===== config.mk =====
export PLATFORM = sky130hd
export DESIGN_NAME = axi_read_arbiter
export DESIGN_NICKNAME = d
export VERILOG_FILES = /design/src/rtl/axi_read_arbiter.sv
export SDC_FILE = /design/constraint.sdc
export NUM_CORES = 1
export LEC_CHECK = 0
export BUFFER_PORTS_ARGS = -buffer_cell sky130_fd_sc_hd__buf_2
export CAP_MARGIN = 40
export CORE_MARGIN = 1
export CORE_UTILIZATION = 39
export CTS_CLUSTER_SIZE = 12
export DETAILED_ROUTE_END_ITERATION = 10
export PLACE_DENSITY_LB_ADDON = 0.05
export SLEW_MARGIN = 20
export SYNTH_ARGS = -nofsm -noshare
export SYNTH_HDL_FRONTEND = slang
export SYNTH_SLANG_ARGS = --single-unit

===== constraint.sdc =====
create_clock -name ACLK -period 4.2 [get_ports ACLK]
set_clock_uncertainty 0.2 [all_clocks]
set_input_delay 0.63 -clock ACLK [delete_from_list [all_inputs] [get_ports ACLK]]
set_output_delay 0.63 -clock ACLK [all_outputs]
set_load 0.01 [all_outputs]

===== src/rtl/axi_read_arbiter.sv =====
// axi_read_arbiter: round-robin AR/R arbiter and router for two masters, two slaves and a DECERR default slave
module axi_read_arbiter #(
  parameter int ADDR_W = 32,
  parameter int LEN_W  = 4
) (
  input  logic              ACLK,
  input  logic              ARESETn,
  input  logic [ADDR_W-1:0] ARADDR_M0,
  input  logic [ADDR_W-1:0] ARADDR_M1,
  input  logic              ARVALID_M0,
  input  logic              ARVALID_M1,
  input  logic [LEN_W-1:0]  ARLEN_M0,
  input  logic [LEN_W-1:0]  ARLEN_M1,
  input  logic              ARREADY_S0,
  input  logic              ARREADY_S1,
  input  logic              RVALID_S0,
  input  logic              RVALID_S1,
  input  logic              RLAST_S0,
  input  logic              RLAST_S1,
  input  logic              RREADY_M0,
  input  logic              RREADY_M1,
  output logic [1:0]        AR_master_sel,
  output logic [2:0]        AR_slave_sel,
  output logic [1:0]        R_master_sel,
  output logic [2:0]        R_slave_sel,
  output logic              DEF_ARREADY,
  output logic              DEF_RVALID,
  output logic              DEF_RLAST,
  output logic [1:0]        DEF_RRESP
);
  typedef enum logic [1:0] {IDLE, AR, R, R_DEF} state_t;
  state_t state;
  logic gnt, last_grant, pick, arvalid_g, rready_g, arready_t, rvalid_t, rlast_t, unused_ok;
  logic [2:0] slv, dec0, dec1;
  logic [LEN_W-1:0] len, cnt;
  logic [1:0] msel;
  assign dec0 = ARADDR_M0[ADDR_W-1:16] == '0 ? 3'b001 : ARADDR_M0[ADDR_W-1:16] == 1 ? 3'b010 : 3'b100;
  assign dec1 = ARADDR_M1[ADDR_W-1:16] == '0 ? 3'b001 : ARADDR_M1[ADDR_W-1:16] == 1 ? 3'b010 : 3'b100;
  assign unused_ok = ^{ARADDR_M0[15:0], ARADDR_M1[15:0]};
  // on a tie the master that did not win last time gets the grant
  assign pick      = ARVALID_M0 && ARVALID_M1 ? ~last_grant : ARVALID_M1;
  assign arvalid_g = gnt ? ARVALID_M1 : ARVALID_M0;
  assign rready_g  = gnt ? RREADY_M1 : RREADY_M0;
  assign arready_t = slv[0] ? ARREADY_S0 : slv[1] ? ARREADY_S1 : 1'b1;
  assign rvalid_t  = slv[0] ? RVALID_S0 : RVALID_S1;
  assign rlast_t   = slv[0] ? RLAST_S0 : RLAST_S1;
  always_ff @(posedge ACLK or negedge ARESETn) begin
    if (!ARESETn) begin
      state      <= IDLE;
      gnt        <= 1'b0;
      last_grant <= 1'b1;
      slv        <= '0;
      len        <= '0;
      cnt        <= '0;
    end else begin
      case (state)
        IDLE: if (ARVALID_M0 || ARVALID_M1) begin
          gnt        <= pick;
          last_grant <= pick;
          slv        <= pick ? dec1 : dec0;
          len        <= pick ? ARLEN_M1 : ARLEN_M0;
          state      <= AR;
        end
        AR: if (arvalid_g && arready_t) begin
          cnt   <= '0;
          state <= slv[2] ? R_DEF : R;
        end
        R: if (rvalid_t && rready_g && rlast_t) state <= IDLE;
        default: if (rready_g) begin
          cnt <= cnt + 1'b1;
          if (cnt == len) state <= IDLE;
        end
      endcase
    end
  end
  assign msel          = {gnt, ~gnt};
  assign AR_master_sel = state == AR ? msel : '0;
  assign AR_slave_sel  = state == AR ? slv : '0;
  assign R_master_sel  = state == R || state == R_DEF ? msel : '0;
  assign R_slave_sel   = state == R ? slv : state == R_DEF ? 3'b100 : '0;
  assign DEF_ARREADY   = state == AR && slv[2];
  assign DEF_RVALID    = state == R_DEF;
  assign DEF_RLAST     = state == R_DEF && cnt == len;
  assign DEF_RRESP     = 2'b11;
endmodule


* After elaboration in Yosys (flattened, before gate mapping)
Cells that the tools add are included.
W data, S select, Z words.
** Storage, ports and cells
- Register bits after elaboration :: 15
- Bits in latches :: 0
- RAM bits :: 0
- ROM bits :: 0
- Input bits :: 84
- Word-level logic and storage cells :: 65
- Memories kept :: 0
** Cells by class
- $add $sub $neg :: 1
- Multiply operators :: 0
- Divide/modulo/power cells :: 0
- Order comparisons :: 0
- Equality and inequality tests :: 9
- Shifts and indexed selects :: 0
- Mux-type cells :: 28
- Bitwise operators :: 3
- Reduce and logical (&&, ||, !) cells :: 18
** Operators with widths (number)
- $eq A16 B1 Y1 const B :: 2
- $logic_not A16 Y1 :: 2
- $mux W3 :: 8
- $mux W2 :: 7
- $mux W4 :: 3
- $mux W1 :: 8
- $pmux W4 S2 :: 1
- $reduce_bool A4 Y1 :: 2
- $logic_and A1 B1 Y1 :: 6
- $ne A2 B2 Y1 const B :: 3
- $pmux W2 S3 :: 1
- $reduce_and A5 Y1 :: 1
- $add A4 B1 Y4 const B :: 1
- $eq A2 B2 Y1 const B :: 2
- $eq A4 B4 Y1 :: 1
- $not A1 Y1 :: 3
- $reduce_and A3 Y1 :: 1
- $eq A2 B1 Y1 const B :: 1
- $logic_not A2 Y1 :: 1
- $logic_or A1 B1 Y1 :: 2
- $reduce_and A2 Y1 :: 1
- $reduce_bool A2 Y1 :: 1
- $reduce_or A2 Y1 :: 1

* Depth between registers and ports, before layout
Gate-level depths: netlist of the first run.
- Depth in word-level cells :: 5
- Gate-level depth with buffers :: 5
- Depth with buffers taken out :: 4

* Worst setup path after synthesis of the first run
No wires, ideal clock.
- Path kind :: register to output
- Start :: register state[0]
- End :: output port AR_slave_sel[2]
- Arrival :: 1.115 ns
- Data required time :: 3.370 ns
- Path slack :: 2.255 ns
- Stages on the path, launching flop included :: 5
- Cell sequence :: dfrtp_1 > buf_2 > nor2b_1 > and2_1 > buf_4
** Between the ends
- Word-level cells in the longest chain between the ends :: 2
** RTL lines
- start, declared :: RTL line 32 : state_t state;
- start signal, assigned :: RTL line 66 : state <= slv[2] ? R_DEF : R;
- $eq A2 B1 Y1 :: RTL line 78 : assign AR_slave_sel = state == AR ? slv : '0;
- $mux W3 :: RTL line 78
- end, declared :: RTL line 23 : output logic [2:0] AR_slave_sel,
No other way between the ends.

* Worst setup path after layout of the first run
- Start :: register state[1]
- End :: output port AR_slave_sel[2]
The elaborated chain is that of the path after synthesis.

==> flow_metrics.tcl, run 1 <==
set metrics [dict create \
    status "complete, no violations" \
    p_clk_share_pct 10.7 \
    fp.dieH_microns 53.9 \
    max_freq_mhz 411 \
    fin_tns_setup_ns 0 \
    p_int_uw 467 \
    overflow 0 \
    grt_setup_unrepaired "false" \
    gp_congestion 0.721 \
    fin_crit_ns 2.43 \
    grt_max_degree 17 \
    clk_pin_slew_ns 0.09 \
    netlist-cell-type-count 44 \
    synth_cells 115 \
    netlist_area_sq_mm 0.00105 \
    drt-initial-drc-count 11 \
    path_buf_inv 1 \
    slew_headroom_pct 58.4 \
    ctsLongestPathBuffers 2 \
    antenna_cells 0 \
    layout_common_cells "buf_2 (64), dfrtp_1 (14), nand2_1 (12)" \
    synth_top_family_by_area "simple AND/OR/NAND/NOR gates" \
    grt_pass1_vias 1021 \
    setup_viol 0 \
    power_density_mw_per_mm2 570 \
    first_pass_iters 4 \
    antenna_found_initial 0 \
    synthMuxAreaShare_pct 5.24 \
    critPathMaxStageDelay_ns 0.57 \
    path_max_fanout 16 \
    fillers 266 \
    synth_edf_count 0 \
    p_leak_uw 0.000704 \
    num-nets-final 264 \
    routed_wl_mm 2.67 \
    root_buffer "clkbuf_4" \
    final_cell_area_sq_mm 0.00140 \
    yosysTopAreaCell "dfrtp_1" \
    drv_slew 0 \
    avgSynthCellArea_sq_um 9.14 \
    grt_use_total_pct 21.1 \
    clock_latency_ns 0.29 \
    wl_per_cell_microns 12.8 \
    synthAdderAreaFrac_pct 1.19 \
    dp_hpwl_mm 2.15 \
    cts-buffers-inserted 3 \
    async_reset_ff_share_pct 100 \
    port_buffers 64 \
    yosysWarnings 0 \
    worst_setup_path_start_kind "register" \
    layout_commonest_cell "buf_2" \
    rr_endpoint "cnt[0]$_DFFE_PN0P_" \
    synth_compound_area_share_pct 18.9 \
    crit_family "simple AND/OR/NAND/NOR gates" \
    vias_per_cell 5.26 \
    critPathRequiredTime_ns 3.37 \
    ys_seq_elements 15 \
    fp.dieArea_sq_mm 0.00291 \
    crit_chain "nor2b_1 > and2_1 > buf_2" \
    die_x_microns 53.9 \
    crit_slowest_cell "dfrtp_1" \
    switchingPower_uw 330 \
    period_share_pct 57.9 \
    max-cap-violations 0 \
    area_growth_pct 32.9 \
    crit_path_end_kind "output port" \
    drive_gt1_share_pct 46.1 \
    vdd_drop_max_mv 0.360 \
    hold_path_class "in -> async" \
    cts_setup_buffers 0 \
    vias 1094 \
    synth.area.top_cells "dfrtp_1 (33%), xnor2_1 (5.0%), nand2_1 (4.3%)" \
    finalHoldViolations 0 \
    start_util_pct 41.7 \
    hold_buffers 0 \
    yosys.area_share.xor_xnor_pct 5.00 \
    criticalPathCategory "reg -> out" \
    post-route-drc-count 0 \
    worst_pin_slew_ns 0.620 \
    power_frac_seq_pct 40.3 \
    critPathArrivalTime_ns 1.60 \
    antenna_left 0 \
    p_comb_share_pct 49.1 \
    dpl_cell_area_sq_mm 0.00137 \
    fp.coreArea_sq_mm 0.00252 \
    cts-resized-gates 0 \
    htreeDepth 1 \
    pin_count 99 \
    rows 18 \
    yosys.area_share.simple_pct 28.7 \
    synth_flop_cell "dfrtp_1" \
    reg2reg_setup_slack_ns 2.40 \
    yosysSeqAreaShare_pct 35.8 \
    tritoncts "built" \
    grt_pass1_wl_mm 4.39 \
    ff2ff_path_depth 4 \
    r2r-start "gnt$_DFFE_PN0P_" \
    clkSinkCount 15 \
    switching_share_pct 41.4 \
    yosysTopAreaCellShare_pct 33.3 \
]
-- power groups by stage --
stage | sequential (uW) | clock, uW | combinational, uW
global placement | 322 | 0 | 385
detailed placement | 326 | 0 | 393
floorplan | 273 | 0 | 328
CTS | 323 | 88.5 | 396
global route | 340 | 95.2 | 442
finish | 321 | 84.9 | 391
-- stage by stage --
stage | utilization (%) | power [uW] | hold slack [ns] | setup slack, ns | instances
CTS | 55.4 | 808 | 0.0380 | 1.75 | 208
detailed placement | 54.3 | 719 | 0.278 | 2.08 | 204
finish | 55.4 | 796 | 0.0356 | 1.77 | 208
global placement | 54.3 | 707 | 0.282 | 2.09 | 204
floorplan | - | 602 | 0.134 | 2.26 | 116
global route | 55.4 | 876 | 0.0417 | 1.64 | 208
-- worst max path at each step --
stage                    startpoint                to  slack (ns)  cells past startpoint
4_1_cts        state[1]$_DFFE_PN0P_   AR_slave_sel[2]        1.75                      3
2_1_floorplan  state[0]$_DFFE_PN0P_   AR_slave_sel[2]        2.26                      4
6_report       state[1]$_DFFE_PN0P_   AR_slave_sel[2]        1.77                      3
3_3_place_gp   state[1]$_DFFE_PN0P_  AR_master_sel[0]        2.09                      3
3_5_place_dp   state[1]$_DFFE_PN0P_   AR_slave_sel[2]        2.08                      3
5_1_grt        state[1]$_DFFE_PN0P_  AR_master_sel[0]        1.64                      3
-- cell usage after synthesis, drive strengths merged, types with 2 or more instances --
library cell,number
o21ai,4
a22o,3
nand3,2
inv,2
a21oi,4
nor2,8
a32oi,3
a211oi,2
mux2,2
o21a,2
nand2,12
nor2b,3
and2b,2
and2,5
a21o,3
buf,5
xnor2,6
dfrtp,14
nor4,6
nor3,7
and3b,2
mux2i,2
and4,2
nor3b,2
-- cell families (layout without fill, tap and decap cells) --
group,after synthesis,in the layout
compound gates,27,27
xor+xnor,6,6
fa+ha+maj,1,1
buf+inv,8,70
flops,15,15
mux,4,4
other cells,1,2
simple gates,53,53
-- metal layers --
layer | vias to the layer above | routed length (microns) | track usage (%)
met5 | - | 0 | 0
met4 | 0 | 19 | 5.26
met3 | 4 | 224 | 5.93
met2 | 49 | 1300 | 38.7
met1 | 496 | 1120 | 23.5
li1 | 545 | - | -
-- state kept, by name, summed over array words and instances (netlist names) --
signal,count
gnt,1
len,4
cnt,4
last_grant,1
slv,3
state,2
-- area by class of cell --
type | count | area, sq um | share of cell area (%)
repair buffers | 64 | 320 | 22.9
multi-input cells | 93 | 628 | 45.0
clock buffers | 4 | 26.3 | 1.88
well taps | 30 | 37.5 | 2.69
flip-flops and latches | 15 | 377 | 27.0
inverters | 2 | 7.51 | 0.538
Power figures use the tool's default switching activity.
==> inputs of run 2 (changes only) <==
CORE_UTILIZATION = 36   (was 39)
clock period = 2.3 ns   (was 4.2 ns; I/O delays follow)
==> run 2 against run 1 <==
Net effect: count of clock-buffer cells in the layout is 1 lower; critical path depth unchanged; utilization fell by 4.3 points; via count is 1.3% higher; combinational power grew 83%; first-iteration DRC count increased by 91%; sequential cell count stayed put; power is 84% higher; die area is 8.0% higher; critical endpoint is now AR_master_sel[1]; highest routed layer is now met3.
==> flow_metrics.tcl, run 2 (same netlist as run 1, synthesis figures left out) <==
set metrics [dict create \
    status "complete, no violations" \
    ctsLongestPathBuffers 2 \
    critPathRequiredTime_ns 1.75 \
    die_x_microns 56.0 \
    setup.worst_path.start "state[1]$_DFFE_PN0P_" \
    period_share_pct 93.4 \
    vdd_drop_max_mv 0.709 \
    reg2reg_setup_slack_ns 0.51 \
    path_max_fanout 16 \
    drv_slew 0 \
    grt_pass1_vias 1052 \
    vias 1108 \
    worst_pin_slew_ns 0.597 \
    r2r-start "state[1]$_DFFE_PN0P_" \
    routed_wl_mm 2.64 \
    finalHoldViolations 0 \
    tritoncts "built" \
    dp_slack_ns 0.473 \
    dp_cells 205 \
    clock_latency_ns 0.29 \
    worst_setup_path_start_kind "register" \
    p_int_uw 850 \
    ff2ff_path_depth 4 \
    slew_headroom_pct 60.0 \
    critPathArrivalTime_ns 1.60 \
    switching_share_pct 41.8 \
    cts-resized-gates 0 \
    setup_viol 0 \
    p_clk_share_pct 10.6 \
    layout_commonest_cell "buf_2" \
    clkSinkCount 15 \
    grt_max_degree 17 \
    max-cap-violations 0 \
    antenna_left 0 \
    cts_setup_buffers 0 \
    finalPower_uw 1460 \
    rr_endpoint "slv[1]$_DFFE_PN0P_" \
    rows 19 \
    post-route-drc-count 0 \
    crit_path_end_kind "output port" \
    pin_count 99 \
    grt_pass1_wl_mm 4.47 \
    fp.dieArea_sq_mm 0.00314 \
    criticalPathCategory "reg -> out" \
    p_comb_share_pct 49.0 \
    grt_use_total_pct 17.8 \
    reg.largest.list "cnt x4, len x4, slv x3" \
    grt_setup_unrepaired "false" \
    switchingPower_uw 611 \
    hold_path_class "in -> reg" \
    max_freq_mhz 465 \
    fin_tns_setup_ns 0 \
    fp.coreArea_sq_mm 0.00276 \
    fin_crit_ns 2.15 \
    endpoint "AR_master_sel[1]" \
    port_buffers 64 \
    drive_gt1_share_pct 46.4 \
    antenna_cells 0 \
    root_buffer "clkbuf_4" \
    drt-initial-drc-count 21 \
    layout_common_cells "buf_2 (64), dfrtp_1 (14), nand2_1 (12)" \
    cts-buffers-inserted 3 \
    worst_slack_ns 0.152 \
    num-nets-final 265 \
    power_density_mw_per_mm2 1040 \
    htreeDepth 1 \
    first_pass_iters 4 \
    overflow 0 \
    antenna_found_initial 0 \
    area_growth_pct 34.0 \
    fillers 282 \
    clk_pin_slew_ns 0.10 \
    start_util_pct 38.1 \
    hold_buffers 1 \
    gp_congestion 0.737 \
    fin_cells 210 \
    wl_per_cell_microns 12.5 \
    power_frac_seq_pct 40.4 \
    fp.dieH_microns 56.0 \
    dp_hpwl_mm 2.16 \
    vias_per_cell 5.28 \
    p_leak_uw 0.000711 \
]
## run 2: routing by layer
layer / GRT usage [%] / vias to the layer above / part of all wire, % / routed length [microns]
met5: 0 / - / 0 / 0
met4: 2.09 / 0 / 0 / 0
met3: 5.58 / 0 / 8.1 / 214
met2: 32.1 / 52 / 49 / 1300
met1: 21.2 / 507 / 43 / 1130
li1: - / 549 / - / -
## run 2: cell type report
type | count | area [sq um] | area share (%)
Clock buffer | 3 | 22.5 | 1.60
Sequential cell | 15 | 377 | 26.7
Tap cell | 31 | 38.8 | 2.75
Inverter | 2 | 7.51 | 0.533
Timing Repair Buffer | 65 | 330 | 23.4
Clock inverter | 1 | 5.00 | 0.355
Multi-Input combinational cell | 93 | 628 | 44.6
## run 2: metrics by stage
step	instance area [sq um]	hold WS, ns	util, %
6_report	1410	0.0670	51.1
5_1_grt	1410	0.0638	51.1
4_1_cts	1410	0.0585	51.1
3_5_place_dp	1370	0.0735	49.7
3_3_place_gp	1370	0.0714	49.7
2_1_floorplan	1050	-0.151	-
## run 2: worst max-delay path: stages, from the launching register on
cell and delay [ns]:
dfrtp_1 0.58, nor2b_1 0.41, and2_2 0.20, buf_2 0.12
## run 2: how the worst min path moves through the flow
stage | cells after the start | slack (ns) | from | endpoint
2_1_floorplan | 0 | -0.15 | ARESETn | cnt[0]$_DFFE_PN0P_
3_3_place_gp | 1 | 0.07 | ARESETn | state[1]$_DFFE_PN0P_
3_5_place_dp | 1 | 0.07 | ARESETn | state[0]$_DFFE_PN0P_
4_1_cts | 3 | 0.06 | ARLEN_M1[2] | len[2]$_DFFE_PN0P_
5_1_grt | 3 | 0.06 | ARLEN_M1[2] | len[2]$_DFFE_PN0P_
6_report | 3 | 0.07 | ARLEN_M1[0] | len[0]$_DFFE_PN0P_
## run 2: power by group through the flow
stage               clock [uW]  sequential (uW)  combinational (uW)
CTS                        159              592                 724
floorplan                    0              499                 600
detailed placement           0              599                 718
global placement             0              586                 703
global route               172              622                 796
finish                     154              591                 716
